<file path="src/rtl/seq_mult_ctrl.sv">
// Sequential 8x8 -> 16 unsigned shift-and-add multiplier controller.
// It uses an external shared 4-bit adder, one nibble per cycle.
// Optional build macro: SKIP_ZERO_EN. When defined, a zero multiplier bit costs one SHIFT cycle
// instead of an ADD_LO/ADD_HI pair.
// product_o is loaded on the edge that enters DONE, so it is already valid while done_o is high.
module seq_mult_ctrl (
  input  logic        clk_i,
  input  logic        rst_ni,
  input  logic        start_i,
  input  logic [7:0]  multiplicand_i,
  input  logic [7:0]  multiplier_i,
  output logic        busy_o,
  output logic        done_o,
  output logic [15:0] product_o,
  output logic [3:0]  add_a_o,
  output logic [3:0]  add_b_o,
  output logic        add_cin_o,
  input  logic [3:0]  add_sum_i,
  input  logic        add_cout_i
);

`ifdef SKIP_ZERO_EN
  typedef enum logic [2:0] {StIdle, StAddLo, StAddHi, StShift, StDone} state_e;
`else
  typedef enum logic [2:0] {StIdle, StAddLo, StAddHi, StDone} state_e;
`endif

  state_e      state_q;
  logic [8:0]  acc_q;      // accumulator A, bit 8 is the carry position
  logic [7:0]  q_q;        // multiplier shift register Q
  logic [7:0]  m_q;        // captured multiplicand M
  logic        c_q;        // carry from the low-nibble add into the high-nibble add
  logic [2:0]  cnt_q;      // index of the multiplier bit being processed
  logic [15:0] product_q;

  // {A, Q} after the ADD_HI right shift. A[8] is always clear entering ADD_HI, so OR-ing it into
  // the carry keeps the full 9-bit accumulator in the datapath without changing the result.
  logic [16:0] addhi_shift;
  assign addhi_shift = {1'b0, add_cout_i | acc_q[8], add_sum_i, acc_q[3:0], q_q[7:1]};

`ifdef SKIP_ZERO_EN
  // {A, Q} after a plain right shift, used when the current multiplier bit is zero
  logic [16:0] zero_shift;
  assign zero_shift = {1'b0, acc_q, q_q[7:1]};
`endif

  // Adder operand drive; ports are held at zero outside the two add states
  always_comb begin
    add_a_o   = 4'h0;
    add_b_o   = 4'h0;
    add_cin_o = 1'b0;
    case (state_q)
      StAddLo: begin
        add_a_o = acc_q[3:0];
        add_b_o = q_q[0] ? m_q[3:0] : 4'h0;
      end
      StAddHi: begin
        add_a_o   = acc_q[7:4];
        add_b_o   = q_q[0] ? m_q[7:4] : 4'h0;
        add_cin_o = c_q;
      end
      default: ;
    endcase
  end

  // Status outputs decode directly from the state register
  assign busy_o    = (state_q != StIdle);
  assign done_o    = (state_q == StDone);
  assign product_o = product_q;

  // Controller FSM and datapath registers
  always_ff @(posedge clk_i or negedge rst_ni) begin
    if (!rst_ni) begin
      state_q   <= StIdle;
      acc_q     <= 9'h000;
      q_q       <= 8'h00;
      m_q       <= 8'h00;
      c_q       <= 1'b0;
      cnt_q     <= 3'd0;
      product_q <= 16'h0000;
    end else begin
      case (state_q)
        StIdle: begin
          if (start_i) begin
            m_q   <= multiplicand_i;
            q_q   <= multiplier_i;
            acc_q <= 9'h000;
            c_q   <= 1'b0;
            cnt_q <= 3'd0;
`ifdef SKIP_ZERO_EN
            state_q <= multiplier_i[0] ? StAddLo : StShift;
`else
            state_q <= StAddLo;
`endif
          end
        end
        StAddLo: begin
          acc_q[3:0] <= add_sum_i;
          c_q        <= add_cout_i;
          state_q    <= StAddHi;
        end
        StAddHi: begin
          acc_q <= addhi_shift[16:8];
          q_q   <= addhi_shift[7:0];
          if (cnt_q == 3'd7) begin
            product_q <= addhi_shift[15:0];
            state_q   <= StDone;
          end else begin
            cnt_q <= cnt_q + 3'd1;
`ifdef SKIP_ZERO_EN
            state_q <= addhi_shift[0] ? StAddLo : StShift;
`else
            state_q <= StAddLo;
`endif
          end
        end
`ifdef SKIP_ZERO_EN
        StShift: begin
          acc_q <= zero_shift[16:8];
          q_q   <= zero_shift[7:0];
          if (cnt_q == 3'd7) begin
            product_q <= zero_shift[15:0];
            state_q   <= StDone;
          end else begin
            cnt_q   <= cnt_q + 3'd1;
            state_q <= zero_shift[0] ? StAddLo : StShift;
          end
        end
`endif
        StDone: begin
          state_q <= StIdle;
        end
        default: begin
          state_q <= StIdle;
        end
      endcase
    end
  end

endmodule

</file>
<file path="config.mk">
export PLATFORM = sky130hd
export DESIGN_NAME = seq_mult_ctrl
export DESIGN_NICKNAME = d
export VERILOG_FILES = /design/src/rtl/seq_mult_ctrl.sv
export SDC_FILE = /design/constraint.sdc
export NUM_CORES = 1
export LEC_CHECK = 0
export ABC_AREA = 1
export CAP_MARGIN = 20
export CELL_PAD_IN_SITES_DETAIL_PLACEMENT = 1
export CELL_PAD_IN_SITES_GLOBAL_PLACEMENT = 1
export CORE_MARGIN = 4
export CORE_UTILIZATION = 40
export DETAILED_ROUTE_END_ITERATION = 8
export PLACE_DENSITY_LB_ADDON = 0.1
export SLEW_MARGIN = 20
export SYNTH_ARGS = -nofsm -noshare
export SYNTH_HDL_FRONTEND = slang
export SYNTH_SLANG_ARGS = --single-unit
</file>
<file path="constraint.sdc">
create_clock -name clk_i -period 3.3 [get_ports clk_i]
set_clock_uncertainty 0.15 [all_clocks]
set_input_delay 0.66 -clock clk_i [delete_from_list [all_inputs] [get_ports clk_i]]
set_output_delay 0.66 -clock clk_i [all_outputs]
set_load 0.01 [all_outputs]
</file>
==> flow_summary_export.csv, run 1 <==
group,metric,value,unit
yosys,syn_avg_cell_area,8.14,um^2
sta,post-route-period-util,94.0,%
power,powerDensity,728,nW/um^2
sta,hold_viol_final,0,
sta,slew_violations,0,
critical_path,critPathSlowestCell,"clkdlybuf4s50_1",
routing,finalWirelength,5950,um
cts,clock_latency,0.30,ns
global_routing,grt_pass1_vias,2066,
placed_design,io_buffers,50,
routing,ant_nets,0,
cts,hold_buffers,0,
final_layout,fin_area,2960,um^2
power,peakVddDrop,445,uV
cts,cts_made_buffers,5,
cts,cts_root_buffer,"clkbuf_8",
global_routing,track_usage,17.8,%
yosys,syn-num-nets,321,
yosys,ys_types,21,
die,start_util,41.9,%
placed_design,dpl-instance-area,2870,um^2
placed_design,place_hpwl,4370,um
final_layout,finalCoreUtilization,53.1,%
placed_design,routabilityCongestion,0.920,
critical_path,cp.required,2.49,ns
die,num_rows,27,
global_routing,grt_overflow_total,0,
final_layout,areaGrowthSynthToFinish,26.8,%
routing,drt_first_pass_iters,4,
sta,tightest_slew,0.594,ns
sta,setup_viol,0,
yosys,synth-seq-cells,46,
die,die_h,84.4,um
yosys,ys_seq_area_share,49.3,%
critical_path,max_stage_delay,0.57,ns
sta,rsz0062_at_grt,"no",
run_status,status,"complete, no violations",
final_layout,fin_nets,373,
yosys,syn_area,2340,um^2
global_routing,antenna_found_initial,0,
sta,tns,0,ns
routing,routed_via_density,4.85,
job,maxCapViolCount,0,
yosys,synthArstFlopShare,100,%
die,core_area,5570,um^2
yosys,synth_cells,287,
yosys,yosys_warnings,0,
routing,wl_per_cell,14.4,um
global_routing,grt_pass1_wl,10200,um
cts,clk_pin_slew,0.08,ns
yosys,synth_ff_type,"dfrtp_1",
final_layout,drive_above_1_share,8.24,%
yosys,synth_edf_count,0,
critical_path,worstPathCellList,"inv_1, ha_1, nand2_1, a21oi_1, clkdlybuf4s50_1",
critical_path,cp_max_fo,6,
sta,max_freq,322,MHz
routing,num_vias,1998,
critical_path,crit_family,"buffers and inverters",
critical_path,end_kind,"output port",
sta,period_minus_slack,3.10,ns
critical_path,crit_buf_inv,2,
die,die-area,7130,um^2
die,io_pins,51,
die,die_w,84.4,um
sta,slew_headroom,60.4,%
min_path,hold_class,"input port to asynchronous set/reset pin",
global_routing,grt_start_max_net_pins,47,
routing,drc,0,
cts,cts_resized,0,
cts,clk_path_buf_depth,2,
sta,fin_hold_ws,0.204,ns
final_layout,n_antenna_cell,0,
critical_path,critPathArrivalTime,2.29,ns
power,p_leak,1.48,nW
cts,cts_tree,"done",
critical_path,worstSetupPathType,"flip-flop to output port",
cts,htree_levels,2,
critical_path,worst_setup_path_start_kind,"flip-flop",
cts,cts.sinks,46,
cts,cts_setup_buffers,0,
routing,drt_iter0_markers,132,
==> registers in the layout (all words and copies together) (netlist names) <==
name       flops
product_o     16
acc_q          8
m_q            8
q_q            8
cnt_q          3
state_q        2
c_q            1
==> power by group <==
group	switching, W	leakage [nW]	total [W]	internal (W)
sequential	0.000113	0.585	0.000837	0.000724
combinational	0.000617	0.850	0.000958	0.000341
clock	0.000192	0.0482	0.000361	0.000169
==> cell usage after synthesis, types with 2 or more instances <==
cell	number	share of area (%)
buf_6	3	1.4
nand3_1	24	5.1
inv_1	17	2.7
nand2_1	139	22
buf_4	2	0.64
dfrtp_1	46	49
nand2_4	3	1.4
o21ai_0	4	0.86
a21oi_1	8	1.7
nand2_2	2	0.54
buf_2	3	0.64
ha_1	10	5.4
o21ai_2	5	1.9
o21ai_1	12	2.6
inv_2	3	0.48
==> routing by layer <==
layer	track usage [%]	wire length (um)
met1	23.9	2780
met2	28.2	2790
met3	4.12	275
met4	6.62	104
met5	0	0
==> placed cells by master, fill, tap and decap left out <==
| cell | n |
|---|---|
| inv_1 | 17 |
| dfrtp_1 | 46 |
| nand2_8 | 1 |
| o21ai_0 | 4 |
| nor2_2 | 1 |
| nor2_4 | 1 |
| inv_2 | 3 |
| clkbuf_1 | 1 |
| buf_4 | 5 |
| clkinv_2 | 1 |
| nand2_1 | 139 |
| o21ai_2 | 5 |
| nor2_1 | 1 |
| a21oi_1 | 8 |
| nand3_1 | 24 |
| clkbuf_8 | 6 |
| o21ai_1 | 12 |
| clkdlybuf4s50_1 | 49 |
| nand2_4 | 3 |
| nand3b_1 | 1 |
| nand2_2 | 2 |
| ha_1 | 10 |
==> per-stage QoR <==
stage,total power (W),setup WS [ns],std cells
finish,0.00216,0.198,412
global route,0.00235,0.0453,412
CTS,0.00219,0.166,412
detailed placement,0.00182,0.525,404
global placement,0.00177,0.664,404
floorplan,0.00153,1.22,287
==> cells by family (layout without fill, tap and decap cells) <==
group | count (synthesis) | count (layout) | synth area share (%)
flops | 46 | 46 | 49.3
fa+ha+maj | 10 | 10 | 5.36
simple gates | 173 | 173 | 31.5
buf+inv | 29 | 82 | 6.80
compound gates | 29 | 29 | 7.02
==> path summary, 6_finish.rpt <==
kind                             from         end  slack, ns  cells past startpoint
max in group asynchronous      rst_ni  state_q[0]       2.39                      1
setup reg to reg           state_q[0]    cnt_q[1]       1.19                      8
hold / removal                 rst_ni      q_q[5]       0.20                      1
setup / recovery           state_q[0]  add_b_o[1]       0.20                      5
hold reg to reg                m_q[0]      m_q[0]       0.33                      2
min in group clk_i             m_q[0]      m_q[0]       0.33                      2
==> area by class of cell <==
| class | instances | area (um^2) |
|---|---|---|
| inverter | 20 | 75.1 |
| fill | 689 | 2610 |
| timing repair buffer | 54 | 528 |
| tap | 72 | 90.1 |
| clock inverter | 1 | 5.00 |
| clock buffer | 7 | 86.3 |
| multi-input combinational | 212 | 1030 |
| sequential | 46 | 1150 |
No activity file was read; power rests on OpenSTA's default activity.
==> run 2, diff against run 1 <==
--- a/config.mk
+++ b/config.mk
@@ -13,7 +13,7 @@
 export CORE_UTILIZATION = 40
 export DETAILED_ROUTE_END_ITERATION = 8
 export PLACE_DENSITY_LB_ADDON = 0.1
-export SLEW_MARGIN = 20
+export RECOVER_POWER = 100
 export SYNTH_ARGS = -nofsm -noshare
 export SYNTH_HDL_FRONTEND = slang
 export SYNTH_SLANG_ARGS = --single-unit
==> flow_summary_export.csv, run 2 (synthesis gave the netlist of run 1 again) <==
group,metric,value,unit
run_status,status,"finished, violations left",
run_status,failed_checks,"capacitance limit, slew limit",
final_layout,largest_register_ffs,16,
sta,post-route-period-util,94.1,%
power,powerDensity,711,nW/um^2
min_path,hold_class,"input port to asynchronous set/reset pin",
cts,clk_pin_slew,0.08,ns
die,die_w,84.4,um
placed_design,place_hpwl,4370,um
cts,clock_latency,0.30,ns
global_routing,track_usage,17.8,%
cts,cts_made_buffers,5,
critical_path,cp.required,2.49,ns
global_routing,grt_start_max_net_pins,47,
power,p_leak,1.51,nW
routing,drt_first_pass_iters,4,
sta,rsz0062_at_grt,"no",
placed_design,io_buffers,50,
power,clock_power_share,17.4,%
critical_path,startpoint,"state_q[0]",
sta,hold_viol_final,0,
final_layout,areaGrowthSynthToFinish,23.9,%
die,num_rows,27,
power,peakVddDrop,420,uV
sta,period_minus_slack,3.10,ns
cts,htree_levels,2,
routing,wl_per_cell,14.4,um
cts,cts_root_buffer,"clkbuf_8",
critical_path,end_kind,"output port",
routing,num_vias,2020,
critical_path,critPathSlowestCell,"clkdlybuf4s50_1",
critical_path,rr_worst_depth,7,
critical_path,max_stage_delay,0.57,ns
die,die_h,84.4,um
critical_path,reg2reg_slack,0.78,ns
die,die-area,7130,um^2
cts,cts.sinks,46,
routing,finalWirelength,5960,um
final_layout,n_antenna_cell,0,
cts,clk_path_buf_depth,2,
cts,cts_setup_buffers,0,
placed_design,routabilityCongestion,0.920,
sta,tightest_slew,2.22,ns
final_layout,drive_above_1_share,3.81,%
routing,drc,0,
die,start_util,41.9,%
power,switching_share,42.4,%
placed_design,place_ws,0.525,ns
critical_path,cp_max_fo,6,
cts,cts_resized,0,
final_layout,fin_nets,374,
routing,routed_via_density,4.89,
job,maxCapViolCount,1,
critical_path,crit_buf_inv,2,
global_routing,antenna_found_initial,0,
critical_path,r2r_end,"product_o[6]",
power,switchingPower,0.000872,W
critical_path,worstPathCellList,"inv_1, ha_1, nand2_1, a21oi_1, clkdlybuf4s50_1",
die,io_pins,51,
critical_path,worstSetupPathType,"flip-flop to output port",
routing,drt_iter0_markers,117,
power,seq_power_share,40.7,%
final_layout,finalCoreUtilization,51.9,%
cts,hold_buffers,0,
critical_path,crit_family,"buffers and inverters",
power,p_int,0.00119,W
sta,setup_viol,0,
cts,cts_tree,"done",
sta,fin_ws,0.195,ns
critical_path,r2r-start,"state_q[0]",
sta,max_freq,322,MHz
final_layout,mostFrequentLayoutCells,"nand2_1, dfrtp_1, dlygate4sd3_1",
die,core_area,5570,um^2
global_routing,grt_pass1_vias,2066,
power,combPwrFrac,41.8,%
global_routing,grt_overflow_total,0,
routing,ant_nets,0,
final_layout,final_common_cell,"nand2_1",
critical_path,critPathArrivalTime,2.29,ns
sta,slew_headroom,-47.7,%
sta,tns,0,ns
global_routing,grt_pass1_wl,10200,um
sta,slew_violations,42,
critical_path,worst_setup_path_start_kind,"flip-flop",
## run 2: changes by cell type in the layout (fill, tap and decap cells not counted), moves of 2 or more
cell             change
inv_2                -2
clkdlybuf4s50_1     -25
clkbuf_1             +3
nand2_2              -2
buf_4                -2
o21ai_0             +11
nand2_4              -2
o21ai_1              -6
o21ai_2              -5
nand2_1              +5
dlygate4sd3_1       +25
## run 2: worst max-delay path by stage
stage	to	slack [ns]	cells past startpoint
after floorplan	add_a_o[0]	1.22	6
after global placement	add_b_o[2]	0.66	5
after detailed placement	add_b_o[1]	0.53	5
after CTS	add_b_o[1]	0.17	5
after global routing	c_q	0.05	2
final	add_b_o[1]	0.20	5
## run 2: power groups by stage
stage	logic (W)	clock network (W)	registers, W
finish	0.000861	0.000359	0.000838
global route	0.000997	0.000397	0.000861
CTS	0.000974	0.000373	0.000838
detailed placement	0.000969	0	0.000848
global placement	0.000935	0	0.000839
floorplan	0.000717	0	0.000814
## run 2: worst reg2reg max path: cells and delay by family (launching register included)
kind	cells	cell delay, ns
AO/OA/AOI/OAI	1	0.11
AND/OR/NAND/NOR	2	0.44
adder cells (fa/ha/maj)	1	0.33
flip-flops	1	0.46
buffers and inverters	3	0.95
## run 2: cell type report
type,count,area (um^2)
Fill cell,703,2680
Sequential cell,46,1150
Multi-Input combinational cell,212,963
Timing Repair Buffer,55,524
Tap cell,72,90.1
Clock buffer,7,86.3
Inverter,20,75.1
Clock inverter,1,5.00
## run 2: metrics by stage
| step | instance area [um^2] | std cells | total power [W] | hold WS [ns] |
|---|---|---|---|---|
| global placement | 2870 | 404 | 0.00177 | 0.305 |
| detailed placement | 2870 | 404 | 0.00182 | 0.312 |
| CTS | 2960 | 412 | 0.00219 | 0.333 |
| finish | 2900 | 413 | 0.00206 | 0.0501 |
| floorplan | 2340 | 287 | 0.00153 | 0.214 |
| global route | 2900 | 413 | 0.00226 | 0.0624 |
## run 2: layer usage
metal  GRT usage [%]  part of all wire, %  vias to the layer above
met5               0                    0                        -
met4            6.62                  1.7                        0
met3            4.12                  4.3                       10
met2            28.2                   47                       41
met1            23.9                   47                      966
li1                -                    -                     1003
==> run 3, diff against run 2 <==
--- a/config.mk
+++ b/config.mk
@@ -10,9 +10,10 @@
 export CELL_PAD_IN_SITES_DETAIL_PLACEMENT = 1
 export CELL_PAD_IN_SITES_GLOBAL_PLACEMENT = 1
 export CORE_MARGIN = 4
-export CORE_UTILIZATION = 40
+export CORE_UTILIZATION = 46
 export DETAILED_ROUTE_END_ITERATION = 8
-export PLACE_DENSITY_LB_ADDON = 0.1
+export DONT_BUFFER_PORTS = 1
+export PLACE_DENSITY_LB_ADDON = 0.3
 export RECOVER_POWER = 100
 export SYNTH_ARGS = -nofsm -noshare
 export SYNTH_HDL_FRONTEND = slang
==> flow_summary_export.csv, run 3 (synthesis gave the netlist of run 1 again) <==
group,metric,value,unit
cts,cts_tree,"done",
critical_path,critPathArrivalTime,1.89,ns
placed_design,place_ws,0.916,ns
routing,ant_nets,0,
die,die-area,6280,um^2
sta,setup_viol,0,
routing,drt_iter0_markers,57,
routing,drc,0,
cts,clock_latency,0.29,ns
final_layout,drive_above_1_share,4.51,%
global_routing,met2_usage,33.4,%
routing,num_vias,1836,
sta,slew_headroom,-38.2,%
final_layout,fin_nets,322,
global_routing,antenna_found_initial,0,
final_layout,finalCoreUtilization,49.2,%
sta,max_freq,370,MHz
power,p_leak,1.26,nW
cts,cts_root_buffer,"clkbuf_8",
sta,period_minus_slack,2.70,ns
sta,tns,0,ns
power,powerDensity,806,nW/um^2
sta,post-route-period-util,81.9,%
global_routing,grt_pass1_vias,1989,
routing,routed_via_density,5.17,
die,core_area,4820,um^2
run_status,status,"finished, violations left",
die,die_w,79.3,um
sta,tightest_slew,2.07,ns
cts,clk_pin_slew,0.08,ns
cts,clk_path_buf_depth,2,
routing,wl_per_cell,15.3,um
sta,fin_ws,0.597,ns
global_routing,grt_start_max_net_pins,47,
job,maxCapViolCount,1,
sta,rsz0062_at_grt,"no",
cts,htree_levels,2,
power,peakVddDrop,400,uV
cts,cts_made_buffers,5,
die,die_h,79.3,um
final_layout,areaGrowthSynthToFinish,1.55,%
critical_path,max_stage_delay,0.51,ns
final_layout,largest_register_ffs,16,
global_routing,met3_usage,5.10,%
placed_design,io_buffers,0,
cts,cts_setup_buffers,0,
min_path,hold_class,"input port to flip-flop",
routing,finalWirelength,5430,um
die,start_util,48.5,%
final_layout,n_antenna_cell,0,
global_routing,grt_pass1_wl,9650,um
sta,hold_viol_final,0,
global_routing,grt_overflow_total,0,
routing,drt_first_pass_iters,4,
global_routing,busiest_layer,"met2",
placed_design,routabilityCongestion,0.751,
critical_path,worstSetupPathType,"flip-flop to output port",
critical_path,end_kind,"output port",
placed_design,dpl.cell_count,347,
global_routing,use_met1,24.2,%
critical_path,cp_max_fo,13,
final_layout,mostFrequentLayoutCells,"nand2_1, dfrtp_1, nand3_1",
critical_path,worst_setup_path_start_kind,"flip-flop",
die,num_rows,25,
critical_path,worstPathCellList,"inv_1, ha_1, nand2_1, a21oi_1",
die,io_pins,51,
sta,slew_violations,47,
run_status,failed_checks,"capacitance limit, slew limit",
critical_path,critPathSlowestCell,"ha_1",
placed_design,place_hpwl,3960,um
global_routing,track_usage,19.3,%
final_layout,final_common_cell,"nand2_1",
sta,fin_hold_ws,0.320,ns
critical_path,cp.required,2.49,ns
final_layout,final_cell_count_no_fill,355,
cts,cts.sinks,46,
## run 3: power breakdown
part	switching (W)	internal (W)	total, W
Combinational	0.000531	0.000218	0.000748
Sequential	0.000111	0.000725	0.000836
Clock	0.000185	0.000142	0.000327
Total	0.000827	0.00108	0.00191
## run 3: cell type report
cell class	count	area [um^2]
fill	636	2440
sequential	46	1150
multi-input combinational	212	962
tap	67	83.8
inverter	20	75.1
clock buffer	5	68.8
timing repair buffer	3	21.3
clock inverter	2	10.0
## run 3: repair_timing
item,4_1_cts,5_1_grt
hold endpoints to repair,46,0
hold buffers,1,0
gates resized for setup,0,0
## run 3: worst paths after layout
kind,cells after the start,start,slack (ns),end
max,4,state_q[0],0.60,add_b_o[0]
min,2,add_cout_i,0.32,product_o[15]
max reg2reg,7,state_q[0],0.87,cnt_q[0]
min reg2reg,2,m_q[2],0.33,m_q[2]
max in group asynchronous,1,rst_ni,0.81,q_q[2]
min in group asynchronous,1,rst_ni,0.99,q_q[5]
## run 3: worst max-delay path, delay by kind of cell (launching register included)
| family | cells | cell delay, ns |
|---|---|---|
| buffers and inverters | 1 | 0.20 |
| adders and majority gates | 1 | 0.51 |
| DFF | 1 | 0.45 |
| and+or+nand+nor | 1 | 0.12 |
| AOI/OAI and AO/OA | 1 | 0.32 |
## run 3: per-layer routing
layer | wire (um) | part of all wire, %
met2 | 2680 | 49
met4 | 51 | 0.94
met1 | 2420 | 44
met5 | 0 | 0
met3 | 287 | 5.3
## run 3: stage by stage
step                      area [um^2]  total power (W)
after global placement           2350          0.00165
final                            2370          0.00191
after global routing             2370          0.00211
after CTS                        2460          0.00203
after detailed placement         2350          0.00168
after floorplan                  2340          0.00153
